--- src/rtl/alu_seq.sv ---
// Key-locked sequential ALU: single-cycle ops complete at acceptance, MUL and
// variable shifts iterate one bit per cycle behind a start/busy/done handshake.
module alu_seq #(
   parameter int         WIDTH    = 8,
   parameter logic [7:0] LOCK_KEY = 8'hD2
) (
   input  logic             clk,
   input  logic             rst,
   input  logic             start,
   input  logic [WIDTH-1:0] A,
   input  logic [WIDTH-1:0] B,
   input  logic [3:0]       opcode,
   input  logic [7:0]       locking_key,
   output logic [WIDTH-1:0] Y,
   output logic             carry,
   output logic             zero,
   output logic             busy,
   output logic             done
);

   localparam int CW = $clog2(WIDTH + 1);

   localparam logic [3:0] OP_MUL  = 4'd12;
   localparam logic [3:0] OP_SHLV = 4'd13;
   localparam logic [3:0] OP_SHRV = 4'd14;

   typedef enum logic [1:0] {S_IDLE, S_MUL, S_SHIFT} state_t;

   state_t             state_q, state_d;
   logic [CW-1:0]      cnt_q, cnt_d;
   logic [WIDTH-1:0]   y_q, y_d;
   logic               carry_q, carry_d;
   logic               zero_q, zero_d;
   logic               done_q, done_d;

   logic [WIDTH-1:0]   a_q, a_d;
   logic [WIDTH-1:0]   b_q, b_d;
   logic [2*WIDTH-1:0] mcand_q, mcand_d;
   logic [2*WIDTH-1:0] acc_q, acc_d;
   logic [3:0]         eop_q, eop_d;
   logic [WIDTH-1:0]   mask_q, mask_d;

   logic [3:0]         eop_in;
   logic [WIDTH-1:0]   mask_in;
   logic [CW-1:0]      n_in;
   logic [WIDTH:0]     single_res;
   logic [2*WIDTH-1:0] mul_sum;
   logic [WIDTH-1:0]   shift_nxt;
   logic               shift_out;

   function automatic logic [WIDTH-1:0] rep_mask(input logic [3:0] nib);
      logic [WIDTH-1:0] m;
      for (int i = 0; i < WIDTH; i++) m[i] = nib[i % 4];
      return m;
   endfunction

   // Returns {carry, result}; MUL and non-zero variable shifts never reach here.
   function automatic logic [WIDTH:0] alu1(input logic [3:0] op,
                                           input logic [WIDTH-1:0] a,
                                           input logic [WIDTH-1:0] b);
      logic [WIDTH-1:0] r;
      logic             c;
      r = '0;
      c = 1'b0;
      case (op)
         4'd0:  {c, r} = {1'b0, a} + {1'b0, b};
         4'd1:  begin r = a - b; c = (a < b); end
         4'd2:  r = a & b;
         4'd3:  r = a | b;
         4'd4:  r = a ^ b;
         4'd5:  begin r = a << 1; c = a[WIDTH-1]; end
         4'd6:  begin r = a >> 1; c = a[0]; end
         4'd7:  r = {a[WIDTH-2:0], a[WIDTH-1]};
         4'd8:  r = {a[0], a[WIDTH-1:1]};
         4'd9:  begin r = a + 1'b1; c = &a; end
         4'd10: begin r = a - 1'b1; c = (a == '0); end
         4'd11: r = ~a;
         4'd13, 4'd14: r = a;
         default: r = '0;
      endcase
      return {c, r};
   endfunction

   assign eop_in     = opcode ^ locking_key[7:4] ^ LOCK_KEY[7:4];
   assign mask_in    = rep_mask(locking_key[3:0] ^ LOCK_KEY[3:0]);
   assign n_in       = CW'(32'(B) % 32'(WIDTH));
   assign single_res = alu1(eop_in, A, B);
   assign mul_sum    = acc_q + (b_q[0] ? mcand_q : '0);
   assign shift_nxt  = (eop_q == OP_SHLV) ? (a_q << 1) : (a_q >> 1);
   assign shift_out  = (eop_q == OP_SHLV) ? a_q[WIDTH-1] : a_q[0];

   always_comb begin
      state_d = state_q;
      cnt_d   = cnt_q;
      y_d     = y_q;
      carry_d = carry_q;
      zero_d  = zero_q;
      done_d  = 1'b0;
      a_d     = a_q;
      b_d     = b_q;
      mcand_d = mcand_q;
      acc_d   = acc_q;
      eop_d   = eop_q;
      mask_d  = mask_q;
      case (state_q)
         S_IDLE: begin
            if (start) begin
               eop_d  = eop_in;
               mask_d = mask_in;
               a_d    = A;
               b_d    = B;
               if (eop_in == OP_MUL) begin
                  state_d = S_MUL;
                  cnt_d   = '0;
                  acc_d   = '0;
                  mcand_d = {{WIDTH{1'b0}}, A};
               end else if ((eop_in == OP_SHLV || eop_in == OP_SHRV) && n_in != '0) begin
                  state_d = S_SHIFT;
                  cnt_d   = n_in;
               end else begin
                  y_d     = single_res[WIDTH-1:0] ^ mask_in;
                  carry_d = single_res[WIDTH];
                  zero_d  = ((single_res[WIDTH-1:0] ^ mask_in) == '0);
                  done_d  = 1'b1;
               end
            end
         end
         S_MUL: begin
            acc_d   = mul_sum;
            mcand_d = mcand_q << 1;
            b_d     = b_q >> 1;
            cnt_d   = cnt_q + 1'b1;
            if (cnt_q == CW'(WIDTH - 1)) begin
               y_d     = mul_sum[WIDTH-1:0] ^ mask_q;
               carry_d = |mul_sum[2*WIDTH-1:WIDTH];
               zero_d  = ((mul_sum[WIDTH-1:0] ^ mask_q) == '0);
               done_d  = 1'b1;
               state_d = S_IDLE;
            end
         end
         S_SHIFT: begin
            a_d   = shift_nxt;
            cnt_d = cnt_q - 1'b1;
            if (cnt_q == CW'(1)) begin
               y_d     = shift_nxt ^ mask_q;
               carry_d = shift_out;
               zero_d  = ((shift_nxt ^ mask_q) == '0);
               done_d  = 1'b1;
               state_d = S_IDLE;
            end
         end
         default: state_d = S_IDLE;
      endcase
   end

   always_ff @(posedge clk or posedge rst) begin
      if (rst) begin
         state_q <= S_IDLE;
         cnt_q   <= '0;
         y_q     <= '0;
         carry_q <= 1'b0;
         zero_q  <= 1'b0;
         done_q  <= 1'b0;
      end else begin
         state_q <= state_d;
         cnt_q   <= cnt_d;
         y_q     <= y_d;
         carry_q <= carry_d;
         zero_q  <= zero_d;
         done_q  <= done_d;
      end
   end

   // Operand/working registers need no reset: they are only read after a load.
   always_ff @(posedge clk) begin
      a_q     <= a_d;
      b_q     <= b_d;
      mcand_q <= mcand_d;
      acc_q   <= acc_d;
      eop_q   <= eop_d;
      mask_q  <= mask_d;
   end

   assign Y     = y_q;
   assign carry = carry_q;
   assign zero  = zero_q;
   assign done  = done_q;
   assign busy  = (state_q != S_IDLE);

endmodule

--- config.mk ---
export PLATFORM = sky130hd
export DESIGN_NAME = alu_seq
export DESIGN_NICKNAME = d
export VERILOG_FILES = /design/src/rtl/alu_seq.sv
export SDC_FILE = /design/constraint.sdc
export NUM_CORES = 1
export LEC_CHECK = 0
export BUFFER_PORTS_ARGS = -buffer_cell sky130_fd_sc_hd__buf_2
export CAP_MARGIN = 20
export CORE_UTILIZATION = 50
export DETAILED_ROUTE_END_ITERATION = 8
export PLACE_DENSITY = 0.79
export SETUP_SLACK_MARGIN = 0.2
export SLEW_MARGIN = 5
export SYNTH_ARGS = -nofsm -noshare
export SYNTH_HDL_FRONTEND = slang
export SYNTH_SLANG_ARGS = --single-unit
export TNS_END_PERCENT = 10
--- constraint.sdc ---
create_clock -name clk -period 9.3 [get_ports clk]
set_input_delay 1.395 -clock clk [delete_from_list [all_inputs] [get_ports clk]]
set_output_delay 1.395 -clock clk [all_outputs]
set_load 0.03 [all_outputs]
==> Word level (Yosys, flattened, before mapping) <==
Cells that the tools add are included.
{ "classes": {"add_sub_neg": 7, "n_lt_le_gt_ge": 1, "n_eq_ne": 26, "mux": 49, "n_bitwise": 10, "reduce_logical": 23} }
{ "op_table": {"columns": ["op", "n"], "rows": [
  ["case mux 8 bit (13 select lines)", 1],
  ["two-way mux 16 bit", 5],
  ["two-way mux 8 bit", 8],
  ["case mux 16 bit (2 select lines)", 2],
  ["equality test 4 bit, second input constant", 8],
  ["zero test 8 bit", 4],
  ["case mux 8 bit (2 select lines)", 2],
  ["bitwise XOR 8 bit", 4],
  ["case mux 8 bit (3 select lines)", 1],
  ["equality test 4 x 3 -> 1 bit, second input constant", 5],
  ["adder 16 bit", 1],
  ["two-way mux 1 bit", 16],
  ["two-way mux 4 bit", 3],
  ["inequality test 2 bit, second input constant", 6],
  ["case mux 4 bit (3 select lines)", 1],
  ["two-way mux 2 bit", 5],
  ["adder 8 x 8 -> 9 bit", 1],
  ["case mux 1 bit (3 select lines)", 3],
  ["adder 8 x 1 -> 8 bit, second input constant", 1],
  ["bitwise AND 8 bit", 1],
  ["equality test 4 x 1 -> 1 bit, second input constant", 2],
  ["equality test 4 x 2 -> 1 bit, second input constant", 2],
  ["less-than comparator 8 bit", 1],
  ["NOT 8 bit", 1],
  ["27 further kinds", 32]
]} }
{ "word_totals": {"ff_bits": 77, "inputBits": 31, "output_inout_bits": 12, "word_cells": 128} }

==> Depth between registers and ports, before layout <==
{ "logic_depth": {"ltp_word": 11, "ltp_mapped": 14, "depth_no_buf": 14} }

==> Worst setup path after synthesis <==
OpenSTA, ideal clock, no wires.
{ "synth_path": {"path_type": "input port to flip-flop", "startpoint": "input locking_key[7]", "endpoint": "register acc_q[0], enable pin", "setup_time_ps": 425, "t_arrival_ps": 4203, "required_ps": 8875, "setup_slack_ps": 4673, "stages": 8, "path_buffers": 2, "cell_sequence": "xor2_2 > inv_2 > clkbuf_1 > buf_2 > nand2_1 > nor3_1 > nor2_1 > nor2b_1"} }
{ "synth_between": {"elab_chain_cells": 5} }
{ "synth_rtl": {"columns": ["item", "line", "source"], "rows": [
  ["from (decl)", "13", "input logic [7:0] locking_key,"],
  ["bitwise XOR 4 bit", "84", "assign eop_in = opcode ^ locking_key[7:4] ^ LOCK_KEY[7:4];"],
  ["NOT 3 bit (no line)", null, null],
  ["net eop_in[3]", "43", "logic [3:0] eop_in;"],
  ["equality test 4 bit", "112", "if (eop_in == OP_MUL) begin"],
  ["inequality test 2 bit (no line)", null, null],
  ["AND reduction 3 bit (no line)", null, null],
  ["to (signal assigned)", "179", "acc_q <= acc_d;"],
  ["to (decl)", "39", "logic [2*WIDTH-1:0] acc_q, acc_d;"]
]} }
The timed path passes the listed nets, and every way through them passes these cells.
A chain may end at the register's enable or synchronous reset.

==> Worst setup path in the final report <==
{ "layout_path": {"startpoint": "input locking_key[7]", "endpoint": "register zero_q, in the netlist zero"} }
{ "layout_between": {"elab_chain_cells": 11, "word_cells_on_any_way": 30, "cone_classes": "16 x eq/ne; 5 x mux; 3 x bitwise; 6 x reduce/logical"} }
{ "layout_rtl": {"columns": ["item", "line", "source"], "rows": [
  ["bitwise XOR 4 bit *", "84", null],
  ["NOT 3 bit (no line) *", null, null],
  ["equality test 4 bit", "65, 117", null],
  ["OR reduction 2 bit", "65", "case (op)"],
  ["case mux 8 bit (13 select lines)", "65", null],
  ["bitwise XOR 8 bit", "123", "zero_d = ((single_res[WIDTH-1:0] ^ mask_in) == '0);"],
  ["zero test 8 bit", "123", null],
  ["two-way mux 1 bit", "117", "end else if ((eop_in == OP_SHLV || eop_in == OP_SHRV) && n_in != '0) begin"],
  ["two-way mux 1 bit", "112", null],
  ["two-way mux 1 bit", "107", "if (start) begin"],
  ["case mux 1 bit (3 select lines)", "105", "case (state_q)"],
  ["to (signal assigned)", "169", "zero_q <= zero_d;"],
  ["to (decl)", "33", "logic zero_q, zero_d;"]
]} }
Every way passes the cells marked *; elsewhere a longest branch is shown, timed or not. The select of a mux whose other input is x is not followed.

==> results list <==
- Drt total wl: 16.7 mm
- For this run, the number of Yosys warnings is 0.
- The number of gates resized after CTS was 0.
- Vias in the first global route: 5,164
- After detailed routing, the number of remaining DRC violations is 0.
- In this run the critical register-to-register path is captured at zero.
- Setup repair after global routing left no endpoint under its margin.
- CP startpoint kind: input port
* Max-cap violations: 0
- At the pin with the least slew margin, the transition time is approximately 0.96 ns.
- Effective utilization at floorplan: 51.2%
- The startpoint identified for the worst hold timing path is Y[5].
- DP Wirelength: roughly 12 mm
* Die height: ~120 µm
* Library cells used by synthesis: just under 80
- Sequential cells were found to cover 32.8% of the synthesized design area.
* Max-slew headroom at the worst pin: between 30% and 40%
- For this run, the post-layout net count is roughly 830.
- Post-route core utilization: 55.7%
- For the worst-skew pair, the clock arrives at the later sink with an insertion delay of 0.34 ns.
- Final period demand of the worst path: roughly 4.4 ns
- Number of sinks handled by clock tree synthesis: 73
- Relative to the synthesized area, the layout overhead comes to 8.93%.
- On the final layout, the worst clock skew is slightly above 0.007 ns.
- After synthesis, the largest area contributor takes up between 20% and 30% of total cell area.
- Instance count of the mapped netlist: ~740
* Critical Setup Path Class: input port to flop
* CTS H-tree lvls: 3
- TritonCTS built the clock tree.
* Detailed-router iteration count before antenna repair: 8
- Counting instances, the worst hold path has a depth of 2.
- By count the netlist is led by nand2_1 (62), nor2_1 (62), edfxtp_1 (56).
- Yosys attributes the largest share of cell area to edfxtp_1 (26%), ha_1 (9.1%), dfrtp_1 (6.6%).
* CTS Hold Bufs: 0
- Data required time at the worst endpoint: about 9.5 ns
- The floorplan step set the die width to about 120 µm.
- Final number of hold-violating endpoints: 0
- Inserted Clock Buffers: 9
- Asr flop ratio synth: a little under a quarter
- The floorplan has 41 rows.
* Reg2reg start: b_q[0]
* Leakage: 2.83 nW
- The congestion estimate from routability-driven global placement came to around 1.
- For the worst flop-to-flop path, the logic depth is 12.
- Cells with a size suffix above 1 make up roughly an eighth of the layout.
* Routed WL per cell: between 15 and 20 µm
- The worst hold path terminates at Y[5].
- Data arrives at the worst endpoint at 4.65 ns.
- Across the VDD grid, the largest voltage drop is roughly 120 µV.
- Counting flops and latches in the post-synthesis netlist gives 73.
- CTS Root Cell: clkbuf_16
- A synthesized cell averages slightly below 9 µm².
- Counting flops with a built-in enable in the synthesized netlist gives 56.
* Bufs on Longest Clock Path: 2
* Final setup violating endpoints: 0
* Antenna Diode Count: 0
* Maximum number of pins on one net before global-route repair: 62
- Commonest register cell after synthesis: edfxtp_1
- The count of buffers added on input and output ports is between 40 and 50.
- The biggest area contributor in the post-synthesis netlist is edfxtp_1.
- The die covers approximately 0.013 mm².
- Mapped Nets: 819
* Drt via density: 6.08
* Global-route usage over all layers: between 20% and 30%
- The layout has ~1,100 filler cells.
- Core box area: ~0.013 mm²
- The first global-routing pass estimated 26.9 mm of wire.
* DRC marker count from the first detailed-route iteration: approximately 590
- The final critical path takes up 47.5% of the cycle.
- The path class of the tightest hold or removal check is flop to flop.
- Final Max Slew Viols: 0
* Total Negative Setup Slacks: 0 ns
- Critical path capture point type: flop
* # IOs: 43
- The number of antenna violations at the first check in global routing is 0.
* Crit path max fanout: 22
- The total overflow left after global routing is 0.
- After clock tree synthesis, the setup repair step added 0 buffers.
* Post-synth design cell area: between 0.006 and 0.007 mm²
* Count of nets left with antenna violations after detail routing: 0
- Derived from the worst setup path, the maximum achievable clock frequency is 226 MHz.
* R2R Setup Slk: ~5.8 ns
* Post-CTS clock slew at the launch and capture registers of the worst setup and hold paths: 0.06 ns
* Areal power density over the cells: roughly 260 mW/mm²
- The run finished with clean final reports.
- Across all layers, the routed design uses approximately 5,600 vias.
## power breakdown
group          leakage, nW  internal, W  switching (W)  total [W]
clock network        0.166     0.000269       0.000129   0.000398
registers            0.741     0.000482      0.0000658   0.000548
logic                 1.92     0.000318       0.000581   0.000899
total                 2.83      0.00107       0.000776    0.00184
## how the worst max path moves through the flow
| stage | to | cells past startpoint | startpoint |
|---|---|---|---|
| after floorplan | acc_q[0] | 8 | locking_key[7] |
| after CTS | zero | 14 | locking_key[7] |
| after global placement | zero | 14 | locking_key[7] |
| final | zero | 14 | locking_key[7] |
| after detailed placement | zero | 14 | locking_key[7] |
| after global routing | zero | 14 | locking_key[7] |
## layer usage
| metal | GRT usage, % | share of wire, % |
|---|---|---|
| met4 | 11.3 | 3.4 |
| met3 | 4.86 | 8.2 |
| met2 | 41.7 | 46 |
| met5 | 0 | 0 |
| met1 | 35.0 | 43 |
## cell families after synthesis
group                      count (synthesis)  share of synthesized area [%]
xor gates and xnor gates                  52                           7.78
and+or+nand+nor                          259                           20.4
AOI/OAI and AO/OA                        196                           20.2
muxes                                     15                           2.35
DFF                                       73                           32.8
buffers and inverters                     92                           6.19
adders and majority gates                 51                           10.2
## critical path, cell delays in order
cell	delay, ns
buf_2	0.11
xor2_2	0.56
inv_2	0.37
nand4_4	0.23
xnor2_1	0.09
ha_1	0.27
or4_1	0.42
nor2_1	0.09
mux2i_1	0.09
xnor2_1	0.14
o2111ai_1	0.12
a211oi_1	0.30
xnor2_1	0.16
o41ai_2	0.29
## registers in the layout, indices dropped and copies added, names as in the netlist
register and flops:
zero 1, acc_q 16, mask_q 4, b_q 8, eop_q 4, a_q 8
done 1, cnt_q 4, mcand_q 16, carry 1, state_q 2, Y 8
## metrics by stage
step / setup WS, ns / area, µm² / power [W] / hold slack (ns) / std cells
5_1_grt: 4.68 / 7010 / 0.00197 / 0.489 / 922
2_1_floorplan: 4.67 / 6430 / 0.00122 / 0.500 / 738
4_1_cts: 4.94 / 7010 / 0.00184 / 0.463 / 922
3_5_place_dp: 4.60 / 6660 / 0.00144 / 0.452 / 906
3_3_place_gp: 4.76 / 6660 / 0.00142 / 0.445 / 905
6_report: 4.88 / 7010 / 0.00184 / 0.459 / 922
## layout by cell type, fill, tap and decap left out, types with 9 or more instances in the layout
master,n
nand3_1,22
nand2_1,62
xor2_1,15
nand4_1,12
a31oi_1,9
edfxtp_1,56
xnor2_1,31
a21oi_1,41
and2_1,35
dfrtp_1,17
clkbuf_16,9
inv_1,35
ha_1,46
nor2_1,62
mux2i_1,14
nor3_1,23
o21ai_0,50
buf_2,43
## cell type report
cell class / instances / area, µm² / area share [%]
Clock buffer: 11 / 243 / 3.46
Tap cell: 172 / 215 / 3.07
Clock inverter: 5 / 103 / 1.46
Timing Repair Buffer: 49 / 260 / 3.71
Sequential cell: 73 / 2110 / 30.1
Inverter: 39 / 146 / 2.09
Multi-Input combinational cell: 573 / 3930 / 56.1
No activity file was read; power rests on OpenSTA's default activity.
